`config.mk`:
```
export PLATFORM = sky130hd
export DESIGN_NAME = mc_ctrl
export DESIGN_NICKNAME = d
export VERILOG_FILES = /design/src/rtl/ctrl_pkg.sv /design/src/rtl/alu_decoder.sv /design/src/rtl/mc_ctrl.sv
export SDC_FILE = /design/constraint.sdc
export NUM_CORES = 1
export LEC_CHECK = 0
export BUFFER_PORTS_ARGS = -buffer_cell sky130_fd_sc_hd__buf_2
export CAP_MARGIN = 20
export CORE_MARGIN = 3
export CORE_UTILIZATION = 35
export DETAILED_ROUTE_END_ITERATION = 8
export PLACE_DENSITY = 0.75
export SLEW_MARGIN = 10
export SYNTH_ARGS = -nofsm -noshare
export SYNTH_HDL_FRONTEND = slang
export SYNTH_SLANG_ARGS = --single-unit
```
`constraint.sdc`:
```
create_clock -name clk -period 1.7 [get_ports clk]
set_clock_uncertainty 0.1 [all_clocks]
set_input_delay 0.17 -clock clk [delete_from_list [all_inputs] [get_ports clk]]
set_output_delay 0.17 -clock clk [all_outputs]
set_load 0.005 [all_outputs]
```
`src/rtl/ctrl_pkg.sv`:
```
// Shared types and constants for the RV32I multi-cycle controller.
// States, opcode map, ALU operation codes, datapath mux selects and branch helpers.
package ctrl_pkg;

    typedef enum logic [3:0] {
        S_FETCH    = 4'd0,
        S_DECODE   = 4'd1,
        S_MEMADDR  = 4'd2,
        S_MEMREAD  = 4'd3,
        S_MEMWB    = 4'd4,
        S_MEMWRITE = 4'd5,
        S_EXEC_R   = 4'd6,
        S_EXEC_I   = 4'd7,
        S_ALUWB    = 4'd8,
        S_BRANCH   = 4'd9,
        S_JAL      = 4'd10,
        S_JALR     = 4'd11,
        S_LUI      = 4'd12,
        S_TRAP     = 4'd13
    } state_e;

    localparam logic [6:0] OP_LOAD   = 7'b0000011;
    localparam logic [6:0] OP_STORE  = 7'b0100011;
    localparam logic [6:0] OP_RTYPE  = 7'b0110011;
    localparam logic [6:0] OP_ITYPE  = 7'b0010011;
    localparam logic [6:0] OP_BRANCH = 7'b1100011;
    localparam logic [6:0] OP_JAL    = 7'b1101111;
    localparam logic [6:0] OP_JALR   = 7'b1100111;
    localparam logic [6:0] OP_LUI    = 7'b0110111;

    typedef enum logic [3:0] {
        ALU_ADD  = 4'd0,
        ALU_SUB  = 4'd1,
        ALU_SLL  = 4'd2,
        ALU_SLT  = 4'd3,
        ALU_SLTU = 4'd4,
        ALU_XOR  = 4'd5,
        ALU_SRL  = 4'd6,
        ALU_SRA  = 4'd7,
        ALU_OR   = 4'd8,
        ALU_AND  = 4'd9
    } alu_op_e;

    typedef enum logic [1:0] {
        PC_ALU    = 2'd0,
        PC_ALUOUT = 2'd1,
        PC_JALR   = 2'd2
    } pc_src_e;

    typedef enum logic [1:0] {
        A_PC    = 2'd0,
        A_RS1   = 2'd1,
        A_OLDPC = 2'd2
    } src_a_e;

    typedef enum logic [1:0] {
        B_RS2  = 2'd0,
        B_FOUR = 2'd1,
        B_IMM  = 2'd2
    } src_b_e;

    typedef enum logic [1:0] {
        WB_ALUOUT = 2'd0,
        WB_MDR    = 2'd1,
        WB_PC     = 2'd2,
        WB_IMM    = 2'd3
    } wb_src_e;

    // Only beq (000) and bne (001) are implemented.
    function automatic logic branch_legal(input logic [2:0] funct3);
        return (funct3[2:1] == 2'b00);
    endfunction

    function automatic logic branch_taken(input logic [2:0] funct3, input logic zero);
        logic taken;
        case (funct3)
            3'b000:  taken = zero;
            3'b001:  taken = ~zero;
            default: taken = 1'b0;
        endcase
        return taken;
    endfunction

endpackage

```
`src/rtl/alu_decoder.sv`:
```
// Maps funct3 and instr[30] to an ALU operation for R-type and I-type ALU instructions.
module alu_decoder
    import ctrl_pkg::*;
(
    input  logic [2:0] i_funct3,
    input  logic       i_bit30,
    input  logic       i_is_rtype,
    output alu_op_e    o_alu_op
);

    logic w_alt;

    // For I-type, bit 30 belongs to the immediate except on srai.
    assign w_alt = i_bit30 & (i_is_rtype | (i_funct3 == 3'b101));

    // funct3 to operation, with the alternate encoding selecting SUB/SRA.
    always_comb begin
        o_alu_op = ALU_ADD;
        case (i_funct3)
            3'b000:  o_alu_op = w_alt ? ALU_SUB : ALU_ADD;
            3'b001:  o_alu_op = ALU_SLL;
            3'b010:  o_alu_op = ALU_SLT;
            3'b011:  o_alu_op = ALU_SLTU;
            3'b100:  o_alu_op = ALU_XOR;
            3'b101:  o_alu_op = w_alt ? ALU_SRA : ALU_SRL;
            3'b110:  o_alu_op = ALU_OR;
            3'b111:  o_alu_op = ALU_AND;
            default: o_alu_op = ALU_ADD;
        endcase
    end

endmodule

```
`src/rtl/mc_ctrl.sv`:
```
// Multi-cycle control FSM for the RV32I core: sequences the shared datapath over one memory port.
// Outputs decode from state, instr and the live mem_ready/zero inputs; all forced low during reset.
module mc_ctrl
    import ctrl_pkg::*;
(
    input  logic        clk,
    input  logic        rst_n,
    input  logic [31:0] instr,
    input  logic        zero,
    input  logic        mem_ready,
    output logic        mem_req,
    output logic        mem_we,
    output logic        iord,
    output logic        ir_write,
    output logic        pc_write,
    output logic [1:0]  pc_src,
    output logic [1:0]  alu_src_a,
    output logic [1:0]  alu_src_b,
    output logic [3:0]  alu_op,
    output logic        reg_write,
    output logic [1:0]  wb_src,
    output logic        illegal
);

    state_e  r_state;
    state_e  w_next;
    logic    r_illegal;

    logic    w_mem_req;
    logic    w_mem_we;
    logic    w_iord;
    logic    w_ir_write;
    logic    w_pc_write;
    pc_src_e w_pc_src;
    src_a_e  w_src_a;
    src_b_e  w_src_b;
    alu_op_e w_alu_op;
    alu_op_e w_dec_alu_op;
    logic    w_reg_write;
    wb_src_e w_wb_src;

    logic [6:0] w_opcode;
    logic [2:0] w_funct3;
    logic       w_unused_bits;

    assign w_opcode      = instr[6:0];
    assign w_funct3      = instr[14:12];
    assign w_unused_bits = ^{instr[31], instr[29:15], instr[11:7]};

    alu_decoder u_alu_decoder (
        .i_funct3   (w_funct3),
        .i_bit30    (instr[30]),
        .i_is_rtype (w_opcode == OP_RTYPE),
        .o_alu_op   (w_dec_alu_op)
    );

    // State and sticky trap flag registers.
    always_ff @(posedge clk or negedge rst_n) begin
        if (!rst_n) begin
            r_state   <= S_FETCH;
            r_illegal <= 1'b0;
        end else begin
            r_state   <= w_next;
            r_illegal <= r_illegal | (w_next == S_TRAP);
        end
    end

    // Next-state and per-state datapath control decode.
    always_comb begin
        w_next      = r_state;
        w_mem_req   = 1'b0;
        w_mem_we    = 1'b0;
        w_iord      = 1'b0;
        w_ir_write  = 1'b0;
        w_pc_write  = 1'b0;
        w_pc_src    = PC_ALU;
        w_src_a     = A_PC;
        w_src_b     = B_RS2;
        w_alu_op    = ALU_ADD;
        w_reg_write = 1'b0;
        w_wb_src    = WB_ALUOUT;
        case (r_state)
            S_FETCH: begin
                w_mem_req = 1'b1;
                w_iord    = 1'b0;
                if (mem_ready) begin
                    w_ir_write = 1'b1;
                    w_pc_write = 1'b1;
                    w_pc_src   = PC_ALU;
                    w_src_a    = A_PC;
                    w_src_b    = B_FOUR;
                    w_alu_op   = ALU_ADD;
                    w_next     = S_DECODE;
                end else begin
                    w_next = S_FETCH;
                end
            end
            S_DECODE: begin
                // ALU-out captures old PC + immediate for branch/jal targets.
                w_src_a  = A_OLDPC;
                w_src_b  = B_IMM;
                w_alu_op = ALU_ADD;
                case (w_opcode)
                    OP_LOAD, OP_STORE: w_next = S_MEMADDR;
                    OP_RTYPE:          w_next = S_EXEC_R;
                    OP_ITYPE:          w_next = S_EXEC_I;
                    OP_BRANCH:         w_next = S_BRANCH;
                    OP_JAL:            w_next = S_JAL;
                    OP_JALR:           w_next = S_JALR;
                    OP_LUI:            w_next = S_LUI;
                    default:           w_next = S_TRAP;
                endcase
            end
            S_MEMADDR: begin
                w_src_a  = A_RS1;
                w_src_b  = B_IMM;
                w_alu_op = ALU_ADD;
                if (w_opcode == OP_STORE) begin
                    w_next = S_MEMWRITE;
                end else begin
                    w_next = S_MEMREAD;
                end
            end
            S_MEMREAD: begin
                w_mem_req = 1'b1;
                w_iord    = 1'b1;
                if (mem_ready) begin
                    w_next = S_MEMWB;
                end else begin
                    w_next = S_MEMREAD;
                end
            end
            S_MEMWB: begin
                w_reg_write = 1'b1;
                w_wb_src    = WB_MDR;
                w_next      = S_FETCH;
            end
            S_MEMWRITE: begin
                w_mem_req = 1'b1;
                w_mem_we  = 1'b1;
                w_iord    = 1'b1;
                if (mem_ready) begin
                    w_next = S_FETCH;
                end else begin
                    w_next = S_MEMWRITE;
                end
            end
            S_EXEC_R: begin
                w_src_a  = A_RS1;
                w_src_b  = B_RS2;
                w_alu_op = w_dec_alu_op;
                w_next   = S_ALUWB;
            end
            S_EXEC_I: begin
                w_src_a  = A_RS1;
                w_src_b  = B_IMM;
                w_alu_op = w_dec_alu_op;
                w_next   = S_ALUWB;
            end
            S_ALUWB: begin
                w_reg_write = 1'b1;
                w_wb_src    = WB_ALUOUT;
                w_next      = S_FETCH;
            end
            S_BRANCH: begin
                w_src_a  = A_RS1;
                w_src_b  = B_RS2;
                w_alu_op = ALU_SUB;
                if (!branch_legal(w_funct3)) begin
                    w_next = S_TRAP;
                end else if (branch_taken(w_funct3, zero)) begin
                    w_pc_write = 1'b1;
                    w_pc_src   = PC_ALUOUT;
                    w_next     = S_FETCH;
                end else begin
                    w_next = S_FETCH;
                end
            end
            S_JAL: begin
                // PC still holds pc+4 here, so it is the link value.
                w_pc_write  = 1'b1;
                w_pc_src    = PC_ALUOUT;
                w_reg_write = 1'b1;
                w_wb_src    = WB_PC;
                w_next      = S_FETCH;
            end
            S_JALR: begin
                w_src_a     = A_RS1;
                w_src_b     = B_IMM;
                w_alu_op    = ALU_ADD;
                w_pc_write  = 1'b1;
                w_pc_src    = PC_JALR;
                w_reg_write = 1'b1;
                w_wb_src    = WB_PC;
                w_next      = S_FETCH;
            end
            S_LUI: begin
                w_reg_write = 1'b1;
                w_wb_src    = WB_IMM;
                w_next      = S_FETCH;
            end
            S_TRAP: begin
                w_next = S_TRAP;
            end
            default: begin
                w_next = S_TRAP;
            end
        endcase
    end

    // Reset forces every control output low, even though the state is FETCH.
    assign {mem_req, mem_we, iord, ir_write, pc_write, pc_src, alu_src_a, alu_src_b,
            alu_op, reg_write, wb_src} =
        rst_n ? {w_mem_req, w_mem_we, w_iord, w_ir_write, w_pc_write, w_pc_src, w_src_a,
                 w_src_b, w_alu_op, w_reg_write, w_wb_src}
              : 18'd0;

    assign illegal = r_illegal;

endmodule
```
==> flow_summary.yaml <==
status:
  status: "complete, but fails checks"
  violations: "negative setup slack"
final_layout:
  nNetsFinal: 208
  fin_area_um2: 1318
  drive_above_1_share_pct: 54.97
  diodes: 0
  areaGrowthSynthToFinish_pct: 85.39
floorplanning:
  die_y_um: 51.06
  start_util_pct: 39.04
  dieArea_um2: 2607
  core_um2: 1821
  num_rows: 15
  ios: 55
  die_x_um: 51.06
critical_path:
  crit_type: "flop to output port"
  critPathRequiredTime_ns: 1.43
  r2r_slack_ns: -0.13
  path_buf_inv: 3
  reg2regPathDepth: 6
  slowest_stage: "dfrtp_2"
  critPathMaxStageDelay_ns: 0.44
  endpoint_kind: "output port"
  cp_cell_sequence: "buf_6 > buf_8 > nor4b_4 > nand3_1 > a31oi_1 > buf_2"
  cpLargestDelayFamily: "flip-flops"
  cp.arrival_ns: 1.58
  cp_max_fo: 5
  start_kind: "flop"
  r2r_end: "illegal"
  r2r-start: "r_state[2]"
  cp_num_cells: 6
global_routing:
  grt_first_pass_wirelength_mm: 4.264
  antenna_found_initial: 0
  grt-ovfl-total: 0
  grt_pass1_vias: 1025
  grt_util_all_layers_pct: 20.88
  grt_start_max_net_pins: 13
drt:
  avgRoutedWirePerCell_um: 13.86
  ant_nets: 0
  wl_mm: 2.717
  drcViolationCount: 0
  drt_iter0_drc: 17
  vias_per_cell: 5.270
  dr.pass1.iters: 4
  vias: 1033
clocking:
  clk_pin_slew_ns: 0.04
  htree_levels: 1
  clk_latency_ns: 0.24
  ctsRootBufferMaster: "clkbuf_4"
  cts_tree: "done"
  numCtsBuffers: 3
  cts_sinks: 5
  clock_path_buffers: 2
timing:
  fin_hold_ws_ns: 0.2551
  relSlewSlack_pct: 80.77
  fmax_mhz: 541.0
  setup_viol: 10
  fin_crit_sh_pct: 108.7
  period_minus_slack_ns: 1.848
  hold_viol: 0
  rsz0062_at_grt: "yes"
  drv_slew: 0
  worst_slack_ns: -0.1483
  worst_pin_slew_ns: 0.2877
synthesis:
  yosysWarningCount: 0
  async_flop_share_pct: 100.0
  syn_area_um2: 710.7
  synth_xor_area_share_pct: 3.697
  dominantRegCellSynth: "dfrtp_1"
  synth_top_family_by_area: "simple AND/OR/NAND/NOR gates"
  syn_inst: 102
  synth.area.mux_share_pct: 2.817
  synth_simple_gate_area_share_pct: 40.67
  yosys.area.top_type: "dfrtp_1"
  synth_cell_type_count: 43
  synth_top_area_share_pct: 17.61
  ys_ff_latch: 5
  synth-compound-area-share_pct: 29.93
  synth_area_leaders: "dfrtp_1, nor2_1, a21oi_1, nand2_1, nor2b_1"
  avgSynthCellArea_um2: 6.967
  synth-edff-count: 0
  yosysSeqAreaShare_pct: 17.61
  syn_nets: 138
  synth_fa_ha_area_share_pct: 0
power_and_ir_drop:
  power.leakage_nw: 0.6417
  powerDensity_nw_per_um2: 1252
  vdd_drop_max_mv: 1.018
hold_path:
  hp-start: "instr[4]"
  hold_path_end: "r_state[1]"
  whs_path_depth: 3
  min_path_type: "input port to flop"
placement:
  gp_congestion: 0.8248
  io_buffers: 33
  place_area_um2: 1057
  place_hpwl_mm: 1.830
flow_run:
  max-cap-violations: 0
==> synth_stat cells, types with 2 or more instances <==
cell	number
nor4b_1	2
xor2_1	2
clkbuf_1	3
or3_1	2
a31oi_1	2
mux2i_1	2
a21oi_1	8
o21ai_1	2
nor2_1	11
o21a_1	2
nand3_1	6
dfrtp_1	5
and3_1	4
o21ai_0	3
inv_1	4
nand2_1	10
nor3_1	3
nor2b_1	6
==> final cells by class <==
cell class | count | area [um^2]
sequential | 5 | 127.6
inverter | 4 | 17.52
multi-input combinational | 88 | 626.9
tap | 25 | 31.28
clock buffer | 4 | 26.28
fill | 162 | 503.0
timing repair buffer | 70 | 488.0
==> stage by stage <==
stage	setup TNS [ns]	cells	utilization, %	setup WS [ns]	power, mW
final	-0.8525	196	72.37	-0.1483	1.649
after global routing	-1.964	196	72.37	-0.2281	1.773
after CTS	-0.3248	195	69.69	-0.1172	1.507
after detailed placement	-0.1744	178	58.08	-0.1388	1.093
after global placement	-0.1381	178	58.08	-0.1236	1.065
after floorplan	0	102	-	0.01137	0.6941
==> where the power goes <==
part / total (mW) / leakage, nW / switching (mW) / internal, mW
logic: 1.29 / 0.569 / 0.594 / 0.693
clock network: 0.138 / 0.0150 / 0.0489 / 0.0888
registers: 0.224 / 0.0582 / 0.0530 / 0.171
==> worst min-delay path, stage by stage <==
cell and delay (ns):
buf_2 0.13, nor4b_2 0.07, o21ai_0 0.18
==> what timing repair did <==
item / 4_1_cts / 5_1_grt
gates cloned: 1 / 0
gates resized for setup: 20 / 11
endpoints found under the setup margin: 15 / 18
pin swaps: 8 / 5
hold buffers: 1 / 0
endpoints found under the hold margin: 5 / 0
buffers inserted: 11 / 3
==> sequential cells by signal, summed over array words and instances, names as in the netlist <==
| register | cells |
|---|---|
| illegal | 1 |
| r_state | 4 |
==> per-layer routing <==
metal | track usage, % | vias up | share of wire, %
li1 | - | 515 | -
met1 | 22.70 | 483 | 40
met2 | 41.42 | 33 | 54
met3 | 2.915 | 2 | 4.5
met4 | 4.933 | 0 | 0.66
met5 | 0 | - | 0
==> how the worst max path moves through the flow <==
stage                    start        to  slack, ns
finish              r_state[2]  pc_write      -0.15
global route        r_state[2]  pc_write      -0.23
CTS                 r_state[2]  pc_write      -0.12
detailed placement  r_state[3]   illegal      -0.14
global placement    r_state[3]   illegal      -0.12
floorplan           r_state[2]   illegal       0.01
==> logic make-up after synthesis <==
logic type	Yosys count
AO/OA/AOI/OAI	30
XOR/XNOR	3
buffers and inverters	9
flip-flops	5
multiplexers	2
AND/OR/NAND/NOR	53
==> cell usage in the layout, fill, tap and decap left out, types with 2 or more instances in the layout <==
cell / n
nor2_1: 9
nor3_2: 3
o21ai_0: 3
a31oi_1: 2
dfrtp_1: 3
nand2_1: 10
o21ai_1: 2
a21oi_1: 7
inv_1: 2
or3_4: 2
nor2_2: 2
buf_2: 33
buf_4: 28
nand3_1: 5
o21a_1: 2
mux2i_1: 2
clkbuf_4: 3
buf_6: 6
dfrtp_2: 2
and3_1: 4
nor2b_1: 4
Power figures use the tool's default switching activity.
